$ cat config.mk
export PLATFORM = sky130hd
export DESIGN_NAME = serial_tx
export DESIGN_NICKNAME = d
export VERILOG_FILES = /design/src/rtl/serial_tx.sv
export SDC_FILE = /design/constraint.sdc
export NUM_CORES = 1
export LEC_CHECK = 0
export CAP_MARGIN = 20
export CORE_MARGIN = 2
export CORE_UTILIZATION = 40
export DETAILED_ROUTE_END_ITERATION = 10
export HOLD_SLACK_MARGIN = 0.03
export SYNTH_ARGS = -nofsm -noshare
export SYNTH_HDL_FRONTEND = slang
export SYNTH_SLANG_ARGS = --single-unit
$ cat constraint.sdc
create_clock -name clk -period 2.6 [get_ports clk]
set_input_delay 0.65 -clock clk [delete_from_list [all_inputs] [get_ports clk]]
set_output_delay 0.65 -clock clk [all_outputs]
set_load 0.02 [all_outputs]
$ cat src/rtl/serial_tx.sv
// Parallel-to-serial frame transmitter: start(0), WIDTH data bits LSB first, stop(1), each held CLKS_PER_BIT cycles.
// Registered outputs; ready is high only in IDLE (including the done cycle), so loads during a frame are dropped.
module serial_tx #(
  parameter int WIDTH        = 8,
  parameter int CLKS_PER_BIT = 4
) (
  input  logic             clk,
  input  logic             rst,
  input  logic [WIDTH-1:0] data_in,
  input  logic             load,
  output logic             ready,
  output logic             busy,
  output logic             tx,
  output logic             done
);

  localparam int CW = (CLKS_PER_BIT > 1) ? $clog2(CLKS_PER_BIT) : 1;
  localparam int BW = (WIDTH > 1) ? $clog2(WIDTH) : 1;

  localparam logic [CW-1:0] LAST_CLK = CW'(CLKS_PER_BIT - 1);
  localparam logic [BW-1:0] LAST_BIT = BW'(WIDTH - 1);

  localparam logic [1:0] IDLE  = 2'd0;
  localparam logic [1:0] START = 2'd1;
  localparam logic [1:0] DATA  = 2'd2;
  localparam logic [1:0] STOP  = 2'd3;

  logic [1:0]       state;
  logic [CW-1:0]    clk_cnt;
  logic [BW-1:0]    bit_cnt;
  logic [WIDTH-1:0] shreg;

  wire bit_end = (clk_cnt == LAST_CLK);

  always_ff @(posedge clk) begin
    if (rst) begin
      state   <= IDLE;
      clk_cnt <= '0;
      bit_cnt <= '0;
      shreg   <= '0;
      tx      <= 1'b1;
      ready   <= 1'b1;
      busy    <= 1'b0;
      done    <= 1'b0;
    end else begin
      done <= 1'b0;
      case (state)
        IDLE: begin
          if (load) begin
            state   <= START;
            shreg   <= data_in;
            clk_cnt <= '0;
            bit_cnt <= '0;
            tx      <= 1'b0;
            ready   <= 1'b0;
            busy    <= 1'b1;
          end
        end
        START: begin
          if (bit_end) begin
            clk_cnt <= '0;
            bit_cnt <= '0;
            state   <= DATA;
            tx      <= shreg[0];
            shreg   <= shreg >> 1;
          end else begin
            clk_cnt <= clk_cnt + CW'(1);
          end
        end
        DATA: begin
          if (bit_end) begin
            clk_cnt <= '0;
            if (bit_cnt == LAST_BIT) begin
              state <= STOP;
              tx    <= 1'b1;
            end else begin
              bit_cnt <= bit_cnt + BW'(1);
              tx      <= shreg[0];
              shreg   <= shreg >> 1;
            end
          end else begin
            clk_cnt <= clk_cnt + CW'(1);
          end
        end
        STOP: begin
          if (bit_end) begin
            // Frame ends here; ready rises with done so a back-to-back load is taken next edge.
            clk_cnt <= '0;
            state   <= IDLE;
            tx      <= 1'b1;
            ready   <= 1'b1;
            busy    <= 1'b0;
            done    <= 1'b1;
          end else begin
            clk_cnt <= clk_cnt + CW'(1);
          end
        end
        default: begin
          state <= IDLE;
          tx    <= 1'b1;
          ready <= 1'b1;
          busy  <= 1'b0;
        end
      endcase
    end
  end

endmodule
==> results of run 1 <==
## layout by cell type, fill, tap and decap left out, types with 2 or more instances in the layout
| master | n |
|---|---|
| buf_4 | 2 |
| nand2_1 | 6 |
| nand2b_1 | 6 |
| nor2b_1 | 7 |
| nor3_1 | 3 |
| nand3b_1 | 3 |
| o21ai_0 | 3 |
| a21oi_1 | 6 |
| mux2i_1 | 12 |
| inv_1 | 5 |
| ha_1 | 8 |
| clkdlybuf4s50_1 | 14 |
| nor2_1 | 8 |
| clkbuf_4 | 3 |
| mux2_2 | 6 |
| dfxtp_1 | 19 |
## layout make-up
class | instances | area, sq um
fillers | 259 | 1269
multi-input cells | 83 | 658.1
flip-flops and latches | 19 | 380.4
repair buffers | 16 | 155.1
well taps | 30 | 37.54
clock buffers | 4 | 26.28
inverters | 5 | 18.77
## worst min path at each step
stage,startpoint,depth (start not counted),endpoint
final,clk_cnt[1],2,clk_cnt[1]
after global routing,clk_cnt[1],2,clk_cnt[1]
after CTS,clk_cnt[1],2,clk_cnt[1]
after detailed placement,clk_cnt[1],2,clk_cnt[1]
after global placement,clk_cnt[1],2,clk_cnt[1]
after floorplan,clk_cnt[1],2,clk_cnt[1]
## cell families after synthesis
kind of cell    synth area share
buf+inv                  0.05360
simple gates              0.2098
compound gates            0.1140
flops                     0.3466
fa+ha+maj                0.09122
mux                       0.1847
## through the flow
step / instances / setup WS, ps
after global placement: 153 / 556.5
final: 157 / 677.4
after floorplan: 113 / 1007
after detailed placement: 153 / 522.6
after global routing: 157 / 604.7
after CTS: 157 / 660.8
## flip-flops by register name, summed over array words and instances (netlist names)
name	cells
tx	1
shreg	8
clk_cnt	2
done	1
busy	1
ready	1
bit_cnt	3
state	2
## metal layers
metal,part of all wire,vias to the layer above
li1,-,423
met1,0.52,357
met2,0.45,7
met3,0.028,2
met4,0.0094,0
met5,0,-
## power by group
| part | total [W] | internal (W) | switching (W) |
|---|---|---|---|
| sequential | 0.000424 | 0.000378 | 0.0000464 |
| clock | 0.000149 | 0.0000598 | 0.0000890 |
| combinational | 0.000751 | 0.000389 | 0.000362 |
| total | 0.00132 | 0.000826 | 0.000497 |
==> flow_metrics.env, run 1 <==
export IMPL_status="complete, no violations"
export IMPL_grt_use_met3=0.04839
export IMPL_cts_tree="yes"
export IMPL_die_w_um=56.38
export IMPL_insertion_delay_ps=290
export IMPL_synth_flop_cell="dfxtp_1"
export IMPL_power_density_nw_per_um2=1037
export IMPL_synth_area_leaders="dfxtp_1 35%, mux2i_1 11%, ha_1 9.1%"
export IMPL_regToRegStartpoint="state[0]"
export IMPL_antenna_found_initial=0
export IMPL_use_met2=0.2134
export IMPL_cts_htree_levels=1
export IMPL_diodes=0
export IMPL_drc_errors=0
export IMPL_final_util=0.5015
export IMPL_yosysWarningCount=0
export IMPL_post_cts_resized=0
export IMPL_grt_total_usage=0.1346
export IMPL_grt_pass1_wl_um=3415
export IMPL_initial_utilization=0.4312
export IMPL_port_buffers=14
export IMPL_grt_max_degree=32
export IMPL_r2r_end="shreg[1]"
export IMPL_yosysMostFrequentCell="dfxtp_1"
export IMPL_cts_sinks=19
export IMPL_crit_start="ready"
export IMPL_cts_setup_buffers=0
export IMPL_wl_per_cell_um=12.20
export IMPL_final_min_clock_period_ps=1923
export IMPL_die_area_sq_um=3178
export IMPL_setup_viol=0
export IMPL_grt_overflow=0
export IMPL_yosys_area_top_type="dfxtp_1"
export IMPL_path_clk_slew_ps=100
export IMPL_critPathMaxFanout=3
export IMPL_max_slew_margin=0.7175
export IMPL_busiest_layer="met2"
export IMPL_syn_avg_cell_area_sq_um=9.711
export IMPL_cts_path_max_buffers=2
export IMPL_vias=789
export IMPL_synth_distinct_cells=31
export IMPL_postPlaceCellArea_sq_um=1250
export IMPL_cts_root_buffer="clkbuf_4"
export IMPL_antenna_left=0
export IMPL_whs_ps=477.5
export IMPL_reg2reg_depth=5
export IMPL_fin_crit_sh=0.7395
export IMPL_path_delay_family="buffers and inverters"
export IMPL_synth_edf_count=0
export IMPL_cts_hold_fix_buffers=0
export IMPL_fin_total_pwr_w=0.001324
export IMPL_ir_drop_v=0.0006026
export IMPL_drv_slew=0
export IMPL_async_flop_share=0
export IMPL_grt_pass1_vias=778
export IMPL_netlist_instances=113
export IMPL_nets=147
export IMPL_synth_net_count=132
export IMPL_via_per_inst=5.025
export IMPL_synth_seq_area_share=0.3466
export IMPL_drv_cap=0
export IMPL_crit_chain="clkdlybuf4s50_1"
export IMPL_slowest_stage="clkdlybuf4s50_1"
export IMPL_hold_class="flip-flop to flip-flop"
export IMPL_reg2reg_slack_ps=870
export IMPL_row_count=18
export IMPL_cp_arrival_ps=1270
export IMPL_drt_initial_drc_count=10
export IMPL_routabilityCongestion=0.7356
export IMPL_worstSetupPathType="flip-flop to output port"
export IMPL_cp_depth=1
export IMPL_rsz0062_at_grt="false"
export IMPL_cp_required_ps=1950
export IMPL_io_pins=15
export IMPL_die_h_um=56.38
export IMPL_core_area_sq_um=2545
export IMPL_ys_ff_latch=19
export IMPL_numCtsBuffers=3
export IMPL_drive_gt1_frac=0.1417
export IMPL_crit_end="ready"
export IMPL_report_final_hold_viol_count=0
export IMPL_max_stage_delay_ps=610
export IMPL_synth_top_area_share=0.3466
export IMPL_first_pass_iters=4
export IMPL_stdcell_area_sq_um=1276
export IMPL_place_hpwl_um=1427
export IMPL_routed_wl_um=1915
export IMPL_start_kind="flip-flop"
export IMPL_cp_num_buf_inv=1
export IMPL_endpoint_kind="output port"
export IMPL_grtUsageMet1=0.1709
export IMPL_leakage_nw=0.5184
export IMPL_area_growth_pct=16.31
export IMPL_syn_cell_area_sq_um=1097
export IMPL_max_freq_mhz=520.1
export IMPL_tns_ps=0
export IMPL_netlist_top_cells_count="19 x dfxtp_1, 12 x mux2i_1, 8 x ha_1, 8 x nor2_1, 7 x nor2b_1"
export IMPL_tightest_slew_ps=423.7
export IMPL_skew_ps=0.9208
Power figures use the tool's default switching activity.
==> inputs of run 2 (changes only) <==
==> constraint.sdc (replaced) <==
create_clock -name clk -period 1.8 [get_ports clk]
set_input_delay 0.45 -clock clk [delete_from_list [all_inputs] [get_ports clk]]
set_output_delay 0.45 -clock clk [all_outputs]
set_load 0.02 [all_outputs]
==> flow_metrics.env, run 2 (synthesized netlist as in run 1, its figures left out) <==
export IMPL_max_slew_margin=0.7803
export IMPL_met1_length_um=932
export IMPL_port_buffers=14
export IMPL_final_min_clock_period_ps=1712
export IMPL_tightest_slew_ps=329.5
export IMPL_place_hpwl_um=1393
export IMPL_core_area_sq_um=2545
export IMPL_postPlaceCellArea_sq_um=1297
export IMPL_vias=786
export IMPL_ir_drop_v=0.001284
export IMPL_drc_errors=0
export IMPL_drv_cap=0
export IMPL_cts_path_max_buffers=2
export IMPL_cts_setup_buffers=0
export IMPL_start_kind="flip-flop"
export IMPL_antenna_left=0
export IMPL_highest_layer="met4"
export IMPL_grt_overflow=0
export IMPL_routabilityCongestion=0.7540
export IMPL_area_growth_pct=20.87
export IMPL_crit_chain="clkdlybuf4s50_1"
export IMPL_io_pins=15
export IMPL_drt_initial_drc_count=14
export IMPL_crit_start="ready"
export IMPL_wl_per_cell_um=11.46
export IMPL_report_final_hold_viol_count=0
export IMPL_numCtsBuffers=3
export IMPL_cp_num_buf_inv=1
export IMPL_row_count=18
export IMPL_reg2reg_slack_ps=190
export IMPL_cp_arrival_ps=1260
export IMPL_grt_pass1_vias=715
export IMPL_path_delay_family="buffers and inverters"
export IMPL_post_place_ws_ps=-54.64
export IMPL_final_cell_mix="19 x dfxtp_1, 14 x clkdlybuf4s50_1, 12 x mux2i_1"
export IMPL_slowest_stage="clkdlybuf4s50_1"
export IMPL_hold_class="flip-flop to flip-flop"
export IMPL_cp_depth=1
export IMPL_min_path_cells=2
export IMPL_post_cts_resized=0
export IMPL_reg_top3="shreg: 8 flops, bit_cnt: 3 flops"
export IMPL_first_pass_iters=4
export IMPL_nets=150
export IMPL_cts_sinks=19
export IMPL_cts_tree="yes"
export IMPL_skew_ps=1.569
export IMPL_die_area_sq_um=3178
export IMPL_insertion_delay_ps=290
export IMPL_cts_hold_fix_buffers=0
export IMPL_die_h_um=56.38
export IMPL_max_stage_delay_ps=610
export IMPL_stdcell_area_sq_um=1326
export IMPL_rsz0062_at_grt="false"
export IMPL_cts_htree_levels=1
export IMPL_endpoint_kind="output port"
export IMPL_max_freq_mhz=584.1
export IMPL_drv_slew=0
export IMPL_critPathMaxFanout=3
export IMPL_dp_cells=156
export IMPL_initial_utilization=0.4312
export IMPL_fin_cells=160
export IMPL_finalWorstSetupSlack_ps=87.94
export IMPL_wl_met2_um=815
export IMPL_grt_pass1_wl_um=3111
export IMPL_fin_crit_sh=0.9511
export IMPL_routed_wl_met3_um=67
export IMPL_cts_root_buffer="clkbuf_4"
export IMPL_hold_start="clk_cnt[1]"
export IMPL_path_clk_slew_ps=100
export IMPL_largest_register="shreg"
export IMPL_leakage_nw=0.5395
export IMPL_die_w_um=56.38
export IMPL_grt_max_degree=32
export IMPL_cp_required_ps=1350
export IMPL_reg2reg_depth=5
export IMPL_power_density_nw_per_um2=1534
export IMPL_diodes=0
export IMPL_drive_gt1_frac=0.1692
export IMPL_routed_wl_um=1834
export IMPL_largest_reg_flops=8
export IMPL_final_common_cell="dfxtp_1"
export IMPL_grt_total_usage=0.1272
export IMPL_status="complete, no violations"
export IMPL_antenna_found_initial=0
export IMPL_regToRegStartpoint="state[0]"
export IMPL_via_per_inst=4.913
export IMPL_worstSetupPathType="flip-flop to output port"
export IMPL_setup_viol=0
[run 2: cell types whose count changed in the layout (fill, tap and decap cells not counted), sizes merged]
cell,before,now
buf,2,5
[run 2: power breakdown]
part	switching (W)	internal (W)
Clock	0.000123	0.0000862
Combinational	0.000542	0.000670
Sequential	0.0000680	0.000545
Total	0.000733	0.00130
[run 2: final cells by class]
class | count | area [sq um]
tap | 30 | 37.54
clock buffer | 4 | 26.28
sequential | 19 | 380.4
multi-input combinational | 83 | 660.6
timing repair buffer | 19 | 202.7
fill | 250 | 1219
inverter | 5 | 18.77
[run 2: per-stage QoR]
stage / util / power [W] / hold WS, ps / setup TNS (ps)
after floorplan: - / 0.001535 / 435.6 / 0
after global placement: 0.5098 / 0.001826 / 444.1 / -58.82
after detailed placement: 0.5098 / 0.001842 / 456.8 / -381.0
after CTS: 0.5202 / 0.002058 / 473.1 / 0
after global routing: 0.5211 / 0.002210 / 506.8 / 0
final: 0.5211 / 0.002035 / 471.4 / 0
[run 2: path summary, 6_finish.rpt]
kind	to
min	clk_cnt[1]
max	ready
max reg2reg	shreg[5]
min reg2reg	clk_cnt[1]
[run 2: metal layers]
layer	vias to the layer above	track usage
li1	427	-
met3	2	0.04839
met2	8	0.1849
met4	0	0.04082
met5	-	0
met1	349	0.1730
[run 2: tightest hold or removal path: stages (launching register included)]
cell     delay [ps]
dfxtp_1         330
nand2_1          50
a21oi_1          50
